$ cat src/rtl/pci_reg_arbiter.sv
// pci_reg_arbiter
//
// Round-robin arbiter and sequencer. It shares one register-file access port
// among NREQ request agents. One requester is granted at a time. Its
// address, data and write enable are latched onto reg_sel/reg_wr/reg_addr/
// reg_wdata. The block then waits for reg_ready, or gives up after TIMEOUT
// cycles, and returns a one-cycle pci_ack pulse with rdata/ack_err to the
// winner.
//
// Ports
//   clk        clock, all state changes on the rising edge
//   rst        asynchronous active-low reset
//   req        per-requester request level, held until the matching pci_ack
//   req_we     per-requester write enable, sampled at grant
//   req_addr   packed addresses, requester i at [i*AW +: AW]
//   req_wdata  packed write data, requester i at [i*DW +: DW]
//   pci_ack    one-hot completion pulse, one cycle wide (registered)
//   ack_err    1 = access aborted by timeout; valid with pci_ack (registered)
//   rdata      read data, valid with pci_ack (registered)
//   reg_sel    register access strobe, held for the whole access
//   reg_wr     write qualifier, only ever 1 while reg_sel = 1
//   reg_addr   register address, stable while reg_sel = 1
//   reg_wdata  register write data, stable while reg_sel = 1
//   reg_rdata  register read data, sampled when reg_ready = 1
//   reg_ready  register completion, only looked at while reg_sel = 1
//
// Handshakes: a requester raises req[i] and holds it, with stable we/addr/
// wdata, until it sees pci_ack[i] high for one cycle. Towards the register
// file, reg_sel rises with address/data already valid. It stays high with
// everything frozen until the first cycle in which reg_ready = 1, or until the
// timeout expires. reg_sel drops on the next edge.
module pci_reg_arbiter #(
    parameter int NREQ    = 4,
    parameter int AW      = 8,
    parameter int DW      = 32,
    parameter int TIMEOUT = 15
) (
    input  logic                 clk,
    input  logic                 rst,
    input  logic [NREQ-1:0]      req,
    input  logic [NREQ-1:0]      req_we,
    input  logic [NREQ*AW-1:0]   req_addr,
    input  logic [NREQ*DW-1:0]   req_wdata,
    output logic [NREQ-1:0]      pci_ack,
    output logic                 ack_err,
    output logic [DW-1:0]        rdata,
    output logic                 reg_sel,
    output logic                 reg_wr,
    output logic [AW-1:0]        reg_addr,
    output logic [DW-1:0]        reg_wdata,
    input  logic [DW-1:0]        reg_rdata,
    input  logic                 reg_ready
);

    localparam int IW = (NREQ > 1) ? $clog2(NREQ) : 1;
    localparam int CW = $clog2(TIMEOUT + 1);
    // The access is abandoned on the edge that ends its TIMEOUT-th cycle.
    localparam logic [CW-1:0] CNT_LAST = CW'(TIMEOUT - 1);
    localparam logic [CW-1:0] CNT_MAX  = CW'(TIMEOUT);
    localparam logic [IW-1:0] IDX_LAST = IW'(NREQ - 1);

    typedef enum logic [1:0] {
        IDLE   = 2'd0,
        ACCESS = 2'd1,
        ACK    = 2'd2
    } state_t;

    state_t          state, state_n;
    logic [IW-1:0]   winner, winner_n;
    logic [IW-1:0]   ptr, ptr_n;
    logic [CW-1:0]   cnt, cnt_n;
    logic [IW-1:0]   pick;

    logic [NREQ-1:0] pci_ack_n;
    logic            ack_err_n;
    logic [DW-1:0]   rdata_n;
    logic            reg_sel_n;
    logic            reg_wr_n;
    logic [AW-1:0]   reg_addr_n;
    logic [DW-1:0]   reg_wdata_n;

    logic [AW-1:0]   addr_arr  [NREQ];
    logic [DW-1:0]   wdata_arr [NREQ];

    for (genvar g = 0; g < NREQ; g++) begin : g_unpack
        assign addr_arr[g]  = req_addr[g*AW +: AW];
        assign wdata_arr[g] = req_wdata[g*DW +: DW];
    end

    // First set request at or above the pointer, wrapping from NREQ-1 to 0.
    function automatic logic [IW-1:0] rr_pick(input logic [NREQ-1:0] r,
                                              input logic [IW-1:0]   p);
        logic [IW-1:0] sel;
        logic          found;
        int            idx;
        sel   = '0;
        found = 1'b0;
        for (int k = 0; k < NREQ; k++) begin
            idx = int'(p) + k;
            if (idx >= NREQ) idx = idx - NREQ;
            if (!found && r[idx]) begin
                sel   = IW'(idx);
                found = 1'b1;
            end
        end
        return sel;
    endfunction

    assign pick = rr_pick(req, ptr);

    always_comb begin
        state_n     = state;
        winner_n    = winner;
        ptr_n       = ptr;
        cnt_n       = cnt;
        pci_ack_n   = '0;
        ack_err_n   = 1'b0;
        rdata_n     = rdata;
        reg_sel_n   = reg_sel;
        reg_wr_n    = reg_wr;
        reg_addr_n  = reg_addr;
        reg_wdata_n = reg_wdata;

        case (state)
            IDLE: begin
                if (|req) begin
                    winner_n    = pick;
                    reg_wr_n    = req_we[pick];
                    reg_addr_n  = addr_arr[pick];
                    reg_wdata_n = wdata_arr[pick];
                    reg_sel_n   = 1'b1;
                    cnt_n       = '0;
                    state_n     = ACCESS;
                end
            end

            ACCESS: begin
                // reg_ready is checked first so that it wins over a
                // timeout expiring in the same cycle.
                if (reg_ready) begin
                    rdata_n           = reg_rdata;
                    reg_sel_n         = 1'b0;
                    reg_wr_n          = 1'b0;
                    pci_ack_n[winner] = 1'b1;
                    state_n           = ACK;
                end else if (cnt == CNT_LAST) begin
                    rdata_n           = '0;
                    reg_sel_n         = 1'b0;
                    reg_wr_n          = 1'b0;
                    pci_ack_n[winner] = 1'b1;
                    ack_err_n         = 1'b1;
                    state_n           = ACK;
                end
                if (!reg_ready && cnt != CNT_MAX) begin
                    cnt_n = cnt + 1'b1;
                end
            end

            ACK: begin
                // pci_ack is high during this state; it clears on the way out.
                ptr_n   = (winner == IDX_LAST) ? '0 : winner + 1'b1;
                state_n = IDLE;
            end

            default: begin
                state_n   = IDLE;
                reg_sel_n = 1'b0;
                reg_wr_n  = 1'b0;
            end
        endcase
    end

    always_ff @(posedge clk or negedge rst) begin
        if (!rst) begin
            state     <= IDLE;
            winner    <= '0;
            ptr       <= '0;
            cnt       <= '0;
            pci_ack   <= '0;
            ack_err   <= 1'b0;
            rdata     <= '0;
            reg_sel   <= 1'b0;
            reg_wr    <= 1'b0;
            reg_addr  <= '0;
            reg_wdata <= '0;
        end else begin
            state     <= state_n;
            winner    <= winner_n;
            ptr       <= ptr_n;
            cnt       <= cnt_n;
            pci_ack   <= pci_ack_n;
            ack_err   <= ack_err_n;
            rdata     <= rdata_n;
            reg_sel   <= reg_sel_n;
            reg_wr    <= reg_wr_n;
            reg_addr  <= reg_addr_n;
            reg_wdata <= reg_wdata_n;
        end
    end

endmodule

$ cat config.mk
export PLATFORM = sky130hd
export DESIGN_NAME = pci_reg_arbiter
export DESIGN_NICKNAME = d
export VERILOG_FILES = /design/src/rtl/pci_reg_arbiter.sv
export SDC_FILE = /design/constraint.sdc
export NUM_CORES = 1
export LEC_CHECK = 0
export CAP_MARGIN = 20
export CORE_ASPECT_RATIO = 0.5
export CORE_UTILIZATION = 37
export DETAILED_ROUTE_END_ITERATION = 10
export PLACE_DENSITY = 0.81
export SLEW_MARGIN = 30
export SYNTH_ARGS = -nofsm -noshare
export SYNTH_HDL_FRONTEND = slang
export SYNTH_SLANG_ARGS = --single-unit
$ cat constraint.sdc
create_clock -name clk -period 2.2 [get_ports clk]
set_clock_uncertainty 0.2 [all_clocks]
set_input_delay 0.44 -clock clk [delete_from_list [all_inputs] [get_ports clk]]
set_output_delay 0.44 -clock clk [all_outputs]
set_load 0.005 [all_outputs]
* Word level (Yosys, flattened, before mapping)
Cells that the tools add are included.
** Operators by class
- Bitwise operators :: 2
- Add/subtract/negate cells :: 9
- Eq/ne operators :: 8
- Order comparisons :: 12
- Mux-type cells :: 55
- Reduce and logical (&&, ||, !) cells :: 18
** Operators with widths (number)
- $mux W32 :: 8
- $lt A32 B4 Y1 const B :: 4
- $bmux W32 S2 :: 1
- $mux W1 :: 20
- $mux W4 :: 5
- $bmux W8 S2 :: 1
- $mux W2 :: 8
- $mux W8 :: 2
- $ge A3 B3 Y1 const B :: 4
- $sub A3 B3 Y4 const B :: 3
- $bmux W1 S2 :: 5
- $pmux W4 S2 :: 1
- $add A2 B2 Y3 const B :: 2
- $lt A2 B3 Y1 const B :: 2
- $pmux W1 S3 :: 2
- $reduce_and A2 Y1 :: 3
- $reduce_and A3 Y1 :: 2
- $logic_and A1 B1 Y1 :: 5
- $add A4 B1 Y4 const B :: 1
- $eq A2 B2 Y1 const B :: 2
- $eq A4 B4 Y1 const B :: 1
- $logic_not A1 Y1 :: 4
- $ne A2 B2 Y1 const B :: 2
- $ne A4 B4 Y1 const B :: 1
- other kinds (14) :: 15
** Word-level totals
- Input bits :: 203
- Bits in registers :: 89
- Output and inout bits :: 79
- Logic and storage cells :: 115

* Depth between registers and ports, before layout
- Word-level depth :: 19
- Gate-level depth with buffers :: 8

* Worst setup path before layout
OpenSTA, ideal clock, no wires.
- Path type :: register -> register
- Start point :: register ptr[1]
- End point :: register reg_addr[7]
- Setup slack :: 330 ps
- Setup time :: 142 ps
- Period minus slack after synthesis :: 1870 ps
- Data arrival time :: 1527 ps
- Cell stages (with the launch flop) :: 7
- Cell sequence :: dfrtp_1 -> mux2_2 -> o21a_4 -> nand2_8 -> buf_6 -> mux2i_1 -> o221ai_1
** Between the ends
- Longest elaborated chain between the ends :: 19
- Elaborated cells between the ends (all ways) :: 44
** RTL lines
- start: declaration :: line 70 : logic [IW-1:0] ptr, ptr_n;
- start signal: assignment :: line 189 : ptr <= ptr_n;
- parallel branches: the longest is 14 deep, another holds $sub A3 B3 Y4
- $mux W2 (*) :: line 101 : if (!found && r[idx]) begin
- $not A2 Y3 (implied by the code) (*) :: line 129 : reg_addr_n = addr_arr[pick];
- $bmux W8 S2 (*) :: line 129
- $mux W8 (implied by the code) (*) (2 in a row) :: line 129
- end signal: assignment :: line 196 : reg_addr <= reg_addr_n;
- end: declaration :: line 49 : output logic [AW-1:0] reg_addr,
Every way passes the cells marked *. The select of a mux whose other input is x is not followed.
A chain may end at the register's enable or synchronous reset.

* Final worst setup path
- Start point :: input port req[1]
- End point :: register reg_wdata[14]
** Between the ends
- Longest elaborated chain between the ends :: 17
- Elaborated cells between the ends (all ways) :: 31
** RTL lines
- start: declaration :: line 40 : input logic [NREQ-1:0] req,
- $bmux W1 S2 :: line 101
- $mux W1 (implied by the code) (2 in a row) :: line 101
- $mux W1 :: line 101
- $logic_not A1 Y1 :: line 101
- $logic_and A1 B1 Y1 :: line 101
- $mux W1 :: line 101
- $logic_not A1 Y1 :: line 101
- $logic_and A1 B1 Y1 :: line 101
- $mux W1 :: line 101
- $logic_not A1 Y1 :: line 101
- $logic_and A1 B1 Y1 :: line 101
- $mux W2 :: line 101
- $not A2 Y3 (implied by the code) :: line 130 : reg_wdata_n = wdata_arr[pick];
- $bmux W32 S2 :: line 130
- $mux W32 (implied by the code) (2 in a row) :: line 130
- end signal: assignment :: line 197 : reg_wdata <= reg_wdata_n;
- end: declaration :: line 50 : output logic [DW-1:0] reg_wdata,
Parallel ways exist; a longest one is shown, timed or not. The select of a mux whose other input is x is not followed.

==> results by group <==
Yosys
  • Synth top area share: 49.7%
  • Synth cell types: 36
  • Syn. warnings: 0
  • Most area-hungry cell type in the Yosys netlist: dfrtp_1
  • Area contributors post-synth: dfrtp_1, mux2i_1, o221ai_1
  • #FFs+latches synth: roughly 90
  • Average size of a mapped cell: approximately 12 um^2
  • Cells after Synth: around 380
  • Asr flop ratio synth: 100%
  • Cell Area, Synth: 4480 um^2
  • Post-synth EDFFs: 0
  • Ys flop type: dfrtp_1
  • Seq/Total Area, Yosys: 49.7%
  • Synth Net Count: 592

STA
  • Final period util: 96.6%
  • RSZ-0062 raised after global routing: no
  • Endpoints failing hold: 0
  • Max-slew violation count: 0
  • FMAX: about 470 MHz
  • Final Critical Period: 2120 ps
  • Setup TNS: 0 ps
  • Slew headroom: 66.2%
  • Final setup violation count: 0
  • Worst Max-Slew Pin Slew: 508 ps
  • Final WS setup: 75.1 ps

Setup path
  • RR Startpoint: ptr[0]
  • Critical Setup Path Class: in -> reg
  • R2r worst-path depth: 6
  • Required time of the critical path: 2250 ps
  • Crit. Startpoint: req[1]
  • Setup slack, reg-to-reg: between 150 and 200 ps
  • FF-to-FF End: reg_wdata[20]
  • CP Max Fanout: 21
  • Setup crit end: reg_wdata[14]
  • CP arrival: about 2200 ps
  • Startpoint Class: primary input
  • CP endpoint kind: flop

Die
  • IO Count: 282
  • Initial core utilization: approximately two fifths
  • Row count: 27
  • Die width: 158 um
  • Core ar.: 11400 um^2
  • Die area: 12600 um^2
  • Die Span Y: ~80 um

Layout
  • Fin nets: 893
  • Fill count: about 850
  • Post-Layout Cell Count: 848
  • Antenna diode count: 0
  • Post-layout util: between 70% and 80%
  • Area growth syn-to-layout: 80.8%
  • Share of cells above drive strength 1: 9.14%
  • Final instance area: 8100 um^2

Worst hold path
  • Worst hold path class: reg -> reg

Clocking
  • CTS clk-pin slew, worst paths: 70 ps
  • Clk buf depth: 2
  • TritonCTS Buffers: 9
  • CTS tree: done
  • CTS sink count: 89
  • Worst skew pair latency: 340 ps
  • Root Driver: clkbuf_16
  • Number of H-tree levels: 3

Power
  • Switching share of power: 33.2%
  • Cell internal pwr: 6.28 mW
  • Switching power: 3.12 mW
  • Pleak: 3.63 nW
  • VDD IR max: ~0.00056 V
  • Sequential share of power: 30.4%
  • Logic pwr share: 51.4%
  • Clock network power share: 18.2%
  • PwrDens: 1160 nW/um^2

Run status
  • Run status: completed

Route
  • DRC: 0
  • Drt total wl: about 15000 um
  • DRT Pass-1 Iters: 4
  • Total number of vias: 4326
  • Final ANT Viol Nets: 0
  • Vias/cell: 5.10
  • Drt wl/cell: roughly 18 um
  • Drt initial violations: 217

Global route
  • Antenna violations before repair: 0
  • Total Routing Usage GR: 23.8%
  • First-pass GRT wire length: 22800 um
  • Vias in the first global route: 4632
  • GRT overflow: 0
  • Largest net degree at the start of global routing: 47

Placed design
  • Post-Place Worst Slack: -348 ps
  • Gpl congestion: 0.890
  • DP Area: 7660 um^2
  • Buffers added on ports: between 200 and 300
  • Placed Cells: 827
  • Post-detail-place hpwl: 11300 um

Flow run
  • MaxCap Viol Count: 0
==> power by group through the flow <==
stage / combinational [mW] / clock (mW) / sequential, mW
global placement: 4.59 / 0 / 2.84
global route: 5.21 / 1.83 / 2.94
floorplan: 2.14 / 0 / 2.86
finish: 4.83 / 1.72 / 2.85
detailed placement: 4.71 / 0 / 2.85
CTS: 4.74 / 1.75 / 2.85
==> stage by stage <==
step / total power, mW / hold WS [ps]
final: 9.40 / 288
after global routing: 9.98 / 312
after CTS: 9.34 / 293
after detailed placement: 7.56 / 193
after global placement: 7.43 / 181
after floorplan: 5.00 / -55.6
==> sequential cells by signal (all words and copies together), names as in the netlist <==
name,cells
reg_wdata,32
cnt,4
reg_addr,8
reg_wr,1
winner,2
reg_sel,1
pci_ack,4
state,2
ptr,2
rdata,32
ack_err,1
==> cell type report <==
type	instances	area, um^2	area share [%]
Multi-Input combinational cell	258	2070	25.6
Timing Repair Buffer	318	3240	40.0
Tap cell	159	199	2.45
Clock inverter	7	111	1.37
Sequential cell	89	2230	27.5
Inverter	8	30.0	0.371
Clock buffer	9	225	2.78
==> cells in the mapped netlist, types with 2 or more instances <==
library cell	instances
ha_1	6
o221ai_1	39
mux2_2	2
a22o_1	32
inv_1	8
nand2_1	46
xor2_1	2
buf_6	11
buf_2	2
nand2b_1	4
a211oi_1	2
clkbuf_1	16
o21ai_0	8
dfrtp_1	89
nand3_1	5
a21o_1	2
and2_1	4
mux2i_1	80
nor2_1	7
o211ai_1	2
==> cells in the final DEF, fill, tap and decap left out, types with 3 or more instances in the layout <==
cell,n
nand2b_1,4
buf_6,3
buf_12,8
clkbuf_16,11
and2_1,4
nand2_1,46
a22o_1,32
o21ai_0,8
ha_1,6
dfrtp_1,89
inv_1,8
buf_4,24
o221ai_1,39
clkdlybuf4s50_1,279
nand3_1,5
mux2i_1,78
nor2_1,6
==> kinds of logic (layout without fill, tap and decap cells) <==
logic type | Yosys count | in the layout | synth area share (%)
flip-flops | 89 | 89 | 49.7
buffers and inverters | 37 | 342 | 5.00
multiplexers | 82 | 82 | 18.4
adder cells (fa/ha/maj) | 6 | 6 | 1.67
AO/OA/AOI/OAI | 94 | 94 | 17.5
AND/OR/NAND/NOR | 73 | 74 | 7.42
XOR/XNOR | 2 | 2 | 0.391
==> critical path, stage by stage <==
cell and delay [ps]:
clkdlybuf4s50_1 500, nor2_1 70, a211o_1 300, or3_1 390
buf_4 230, o221ai_1 230
==> worst min-delay path by stage <==
stage / slack (ps) / endpoint / start / cells past startpoint
global placement: 180 / rdata[3] / rst / 1
finish: 290 / reg_wdata[29] / reg_wdata[29] / 2
global route: 310 / reg_wdata[23] / reg_wdata[23] / 2
CTS: 290 / reg_wdata[29] / reg_wdata[29] / 2
detailed placement: 190 / rdata[29] / rst / 1
floorplan: -60 / ack_err / rst / 0
==> routing by layer <==
layer,share of wire [%],vias up,track usage [%]
met5,0,-,0
met4,2.1,0,8.16
met3,5.0,26,6.51
met2,54,136,45.1
met1,39,2114,25.6
li1,-,2050,-
==> what timing repair did <==
action / in CTS / in global routing
endpoints found under the setup margin: 0 / 21
buffers inserted: 0 / 1
hold buffers: 1 / 0
gates resized for setup: 0 / 7
hold endpoints to repair: 24 / 0
Note: power is estimated with default switching activity, not from simulation.
